$ cat src/rtl/ibex_pkg.sv
// Shared types for the execute-stage multi-cycle sequencer: operation classes and FSM states.
package ibex_pkg;

   typedef enum logic [1:0] {
      ExSingle = 2'd0,
      ExMul    = 2'd1,
      ExDiv    = 2'd2,
      ExPmul   = 2'd3
   } ex_op_class_e;

   typedef enum logic [1:0] {
      StIdle = 2'd0,
      StRun  = 2'd1,
      StDone = 2'd2
   } ex_ctrl_state_e;

endpackage

$ cat src/rtl/ibex_ex_multicycle_ctrl.sv
// Execute-stage sequencer for multi-cycle ops (mul, div, packed-SIMD mul).
// Optional stall-cycle counter enabled by defining IBEX_EX_CTRL_PERF_EN.
module ibex_ex_multicycle_ctrl
   import ibex_pkg::*;
#(
   parameter int unsigned MulCycles  = 3,
   parameter int unsigned DivCycles  = 37,
   parameter int unsigned PextCycles = 2,
   localparam int unsigned Cw        = $clog2(DivCycles + 1)
) (
   input  logic          clk_i,
   input  logic          rst_i,
   input  logic          start_i,
   input  logic [1:0]    op_class_i,
   input  logic          kill_i,
   input  logic          ready_id_i,
   input  logic          early_done_i,
   input  logic          data_ind_timing_i,
   output logic          busy_o,
   output logic          first_cycle_o,
   output logic [1:0]    imd_val_we_o,
   output logic [Cw-1:0] step_o,
   output logic          ex_valid_o,
   output logic [31:0]   perf_stall_cnt_o
);

   ex_ctrl_state_e state_q, state_d;
   ex_op_class_e   class_q, class_d, class_in;
   logic [Cw-1:0]  cnt_q, cnt_d;
   logic           finish;

   assign class_in = ex_op_class_e'(op_class_i);

   // Counter preload: the start cycle and the final RUN cycle are not counted.
   function automatic logic [Cw-1:0] load_val(ex_op_class_e c);
      logic [Cw-1:0] v;
      unique case (c)
         ExMul:   v = Cw'(MulCycles - 2);
         ExDiv:   v = Cw'(DivCycles - 2);
         ExPmul:  v = Cw'(PextCycles - 2);
         default: v = '0;
      endcase
      return v;
   endfunction

   always_ff @(posedge clk_i or posedge rst_i) begin
      if (rst_i) begin
         state_q <= StIdle;
         class_q <= ExSingle;
         cnt_q   <= '0;
      end else begin
         state_q <= state_d;
         class_q <= class_d;
         cnt_q   <= cnt_d;
      end
   end

   assign finish = (cnt_q == '0) ||
                   ((class_q == ExDiv) && early_done_i && !data_ind_timing_i);

   always_comb begin
      state_d       = state_q;
      class_d       = class_q;
      cnt_d         = cnt_q;
      first_cycle_o = 1'b0;
      imd_val_we_o  = 2'b00;
      ex_valid_o    = 1'b0;
      if (kill_i) begin
         state_d = StIdle;
         cnt_d   = '0;
      end else begin
         unique case (state_q)
            StIdle: begin
               if (start_i) begin
                  first_cycle_o = 1'b1;
                  if (class_in == ExSingle) begin
                     ex_valid_o = 1'b1;
                  end else begin
                     imd_val_we_o = 2'b11;
                     cnt_d        = load_val(class_in);
                     class_d      = class_in;
                     state_d      = StRun;
                  end
               end
            end
            StRun: begin
               if (finish) begin
                  ex_valid_o = 1'b1;
                  cnt_d      = '0;
                  state_d    = ready_id_i ? StIdle : StDone;
               end else begin
                  imd_val_we_o = 2'b11;
                  cnt_d        = cnt_q - 1'b1;
               end
            end
            StDone: begin
               ex_valid_o = 1'b1;
               if (ready_id_i) state_d = StIdle;
            end
            default: state_d = StIdle;
         endcase
      end
   end

   assign busy_o = (state_q != StIdle);
   assign step_o = (state_q == StRun) ? cnt_q : '0;

`ifdef IBEX_EX_CTRL_PERF_EN
   logic [31:0] perf_q;

   always_ff @(posedge clk_i or posedge rst_i) begin
      if (rst_i) begin
         perf_q <= '0;
      end else if ((state_q != StIdle) && (perf_q != 32'hFFFF_FFFF)) begin
         perf_q <= perf_q + 32'd1;
      end
   end

   assign perf_stall_cnt_o = perf_q;
`else
   assign perf_stall_cnt_o = 32'h0;
`endif

   // ID must never issue while an op is in flight.
   start_while_busy_a: assert property (@(posedge clk_i) disable iff (rst_i)
                                        !(start_i && busy_o));

endmodule

$ cat config.mk
export PLATFORM = sky130hd
export DESIGN_NAME = ibex_ex_multicycle_ctrl
export DESIGN_NICKNAME = d
export VERILOG_FILES = /design/src/rtl/ibex_pkg.sv /design/src/rtl/ibex_ex_multicycle_ctrl.sv
export SDC_FILE = /design/constraint.sdc
export NUM_CORES = 1
export LEC_CHECK = 0
export CORE_UTILIZATION = 39
export CTS_BUF_LIST = sky130_fd_sc_hd__clkbuf_4 sky130_fd_sc_hd__clkbuf_8 sky130_fd_sc_hd__clkbuf_16
export CTS_CLUSTER_DIAMETER = 50
export DETAILED_ROUTE_END_ITERATION = 10
export GPL_TIMING_DRIVEN = 0
export PLACE_DENSITY = 0.8
export SETUP_SLACK_MARGIN = 0.02
export SYNTH_ARGS = -nofsm -noshare
export SYNTH_HDL_FRONTEND = slang
export SYNTH_SLANG_ARGS = --single-unit
$ cat constraint.sdc
create_clock -name clk_i -period 1.84 [get_ports clk_i]
set_clock_uncertainty 0.1 [all_clocks]
set_input_delay 0.184 -clock clk_i [delete_from_list [all_inputs] [get_ports clk_i]]
set_output_delay 0.184 -clock clk_i [all_outputs]
set_load 0.05 [all_outputs]
==> flow_metrics.py <==
metrics = {
    "die": {
        "ioPinCount": 52,
        "start_util_pct": 42.3,
        "die_x_um": 51.7,
        "die-area_mm2": 0.00267,
        "core_region_area_mm2": 0.00228,
        "dieHeight_um": 51.7,
        "rows": 17,
    },
    "pwr": {
        "p_leak_nw": 0.794,
        "p_total_mw": 1.34,
        "irDropWorstVdd_uv": 509,
        "powerDensity_mw_per_mm2": 923,
    },
    "min_path": {
        "hold_class": "input pin to async pin",
    },
    "sta": {
        "fin_crit_sh_pct": 109,
        "setup_viol": 8,
        "setup-tns-final_ns": -0.723,
        "drv_slew": 0,
        "timing.fmax_mhz": 498,
        "min_period_ns": 2.01,
        "hold_violations": 0,
        "fin_ws_ns": -0.166,
        "rsz0062_at_grt": "true",
    },
    "clocking": {
        "clk_pin_slew_worst_paths_ns": 0.07,
        "htreeDepth": 1,
        "clock_latency_ns": 0.29,
        "cts-buffers-inserted": 3,
        "clock-sinks": 10,
        "cts_tree": "done",
        "cts.root.buffer_cell": "clkbuf_4",
        "cts-root-to-sink-buffers": 2,
    },
    "logic_synthesis": {
        "ys_seq_area_share_pct": 26.0,
        "synth_xor_area_share_pct": 0.909,
        "syn_inst": 109,
        "syn_area_per_cell_um2": 8.84,
        "yosysWarnings": 0,
        "synth_area_leaders": "dfrtp_1 26%, buf_4 26%, ha_1 5.2%",
        "synth-adder-area-share_pct": 5.19,
        "synth_seq_cells": 10,
        "synth_top_area_cell": "dfrtp_1",
        "syn-cell-area_um2": 963,
        "ys_types": 30,
        "synth-compound-area-share_pct": 17.8,
        "synth-simple-area-share_pct": 19.4,
        "yosys.area.top_type_share_pct": 26.0,
        "synth_top_family_by_area": "buffers and inverters",
        "synth.area.mux_share_pct": 2.34,
    },
    "layout": {
        "final_common_cell": "buf_4",
        "n_antenna_cell": 0,
        "layout.nets": 185,
        "syn2layout_area_growth_pct": 51.2,
        "most-common-layout-cells": "41 x buf_4, 32 x conb_1, 8 x clkdlybuf4s50_1",
        "utilization_pct": 64.0,
        "drive_gt1_share_pct": 45.6,
        "final_cells": 199,
    },
    "grt": {
        "grt_pass1_wl_um": 3260,
        "antenna_found_initial": 0,
        "grt_max_degree": 11,
        "globalRouteTotalUtil_pct": 16.8,
        "overflow": 0,
        "first_global_vias": 689,
    },
    "drt": {
        "dr_total_vias": 860,
        "routed_wirelength_um": 2220,
        "wl_per_cell_um": 11.1,
        "drt_iter0_markers": 10,
        "viasPerCell": 4.32,
        "drc": 0,
        "drtPass1Iterations": 4,
        "ant_nets": 0,
    },
    "critical_path": {
        "worstSetupPathType": "register to primary output",
        "cp-endpoint": "imd_val_we_o[1]",
        "critPathLaunch": "class_q[1]",
        "cp.required_ns": 1.56,
        "path_max_fanout": 2,
        "start_kind": "register",
        "cp.arrival_ns": 1.72,
        "end_kind": "primary output",
        "r2r_start": "cnt_q[0]",
        "reg2reg_depth": 5,
        "r2r-end": "cnt_q[5]",
        "rrSetupSlack_ns": -0.01,
    },
    "place": {
        "gp_congestion": 0.849,
        "hpwlAfterDp_um": 1550,
        "dp_cells": 187,
        "numPortBuffers": 19,
        "pre_cts_ws_ns": -1.00,
    },
    "status": {
        "status": "complete, but fails checks",
        "failed_checks": "negative setup slack",
    },
    "run": {
        "cap_viol_max_count": 0,
    },
}
## flip-flops by register name (all words and copies together) (netlist names)
signal and count:
cnt_q 6, class_q 2, state_q 2
## how the worst min path moves through the flow
stage          slack (ns)  startpoint    endpoint  depth (start not counted)
2_1_floorplan       -0.08       rst_i  class_q[0]                          1
3_3_place_gp         0.38  class_q[0]  class_q[0]                          1
3_5_place_dp         0.39  class_q[1]  class_q[1]                          1
4_1_cts              0.09       rst_i  state_q[1]                          2
5_1_grt              0.12       rst_i    cnt_q[1]                          2
6_report             0.08       rst_i  state_q[1]                          2
## layout make-up
cell class                      count  area [µm²]
Sequential cell                    10         256
Multi-Input combinational cell     91         602
Clock buffer                        4        36.3
Fill cell                         190         820
Timing Repair Buffer               27         249
Tap cell                           28        35.0
Inverter                            6        22.5
Buffer                             33         255
## stage by stage
stage | instance area (µm²) | hold WS [ns]
6_report | 1460 | 0.0795
2_1_floorplan | 1110 | -0.0758
4_1_cts | 1430 | 0.0914
3_3_place_gp | 1330 | 0.380
3_5_place_dp | 1330 | 0.394
5_1_grt | 1460 | 0.118
## routing by layer
layer | vias to the layer above | share of wire [%] | global-route usage (%)
li1 | 428 | - | -
met1 | 389 | 40 | 19.4
met2 | 40 | 53 | 29.9
met3 | 3 | 5.4 | 2.63
met4 | 0 | 1.7 | 8.11
met5 | - | 0 | 0
## critical path, cell delays in order (launching register included)
cell	delay, ns
dfrtp_1	0.37
and4bb_2	0.26
a2111oi_4	0.38
nand2b_4	0.21
buf_8	0.09
buf_8	0.13
## cell usage after synthesis
cell,n
buf_4,33
dfrtp_1,10
nand2_1,8
nor2_1,7
inv_1,6
and2_1,5
nand2b_1,5
ha_1,4
a21o_1,3
a22o_1,3
a21oi_1,2
mux2_2,2
nor2b_1,2
o31ai_1,2
or2_2,2
a2111oi_4,1
a211oi_1,1
a221o_1,1
a31oi_1,1
and3_1,1
and4bb_2,1
conb_1,1
nor4_2,1
o211ai_2,1
o21ba_1,1
o21bai_1,1
o22ai_1,1
o31a_2,1
or4_4,1
xnor2_1,1
## cell families after synthesis
logic type,after synthesis
AOI/OAI and AO/OA,19
adders and majority gates,4
buffers and inverters,39
muxes,2
other,1
and+or+nand+nor,33
DFF,10
xor gates and xnor gates,1
## power by group
group	switching, mW	internal, mW
Combinational	0.472	0.342
Clock	0.0898	0.121
Sequential	0.0512	0.269
Total	0.613	0.732
## timing repair
item                       in CTS  in global routing
setup endpoints to repair      11                 11
pin swaps                       4                  2
hold buffers                    0                  0
setup buffers                   7                  1
gates resized for setup        54                  8
cloned                          0                  0
Note: power is estimated with default switching activity, not from simulation.
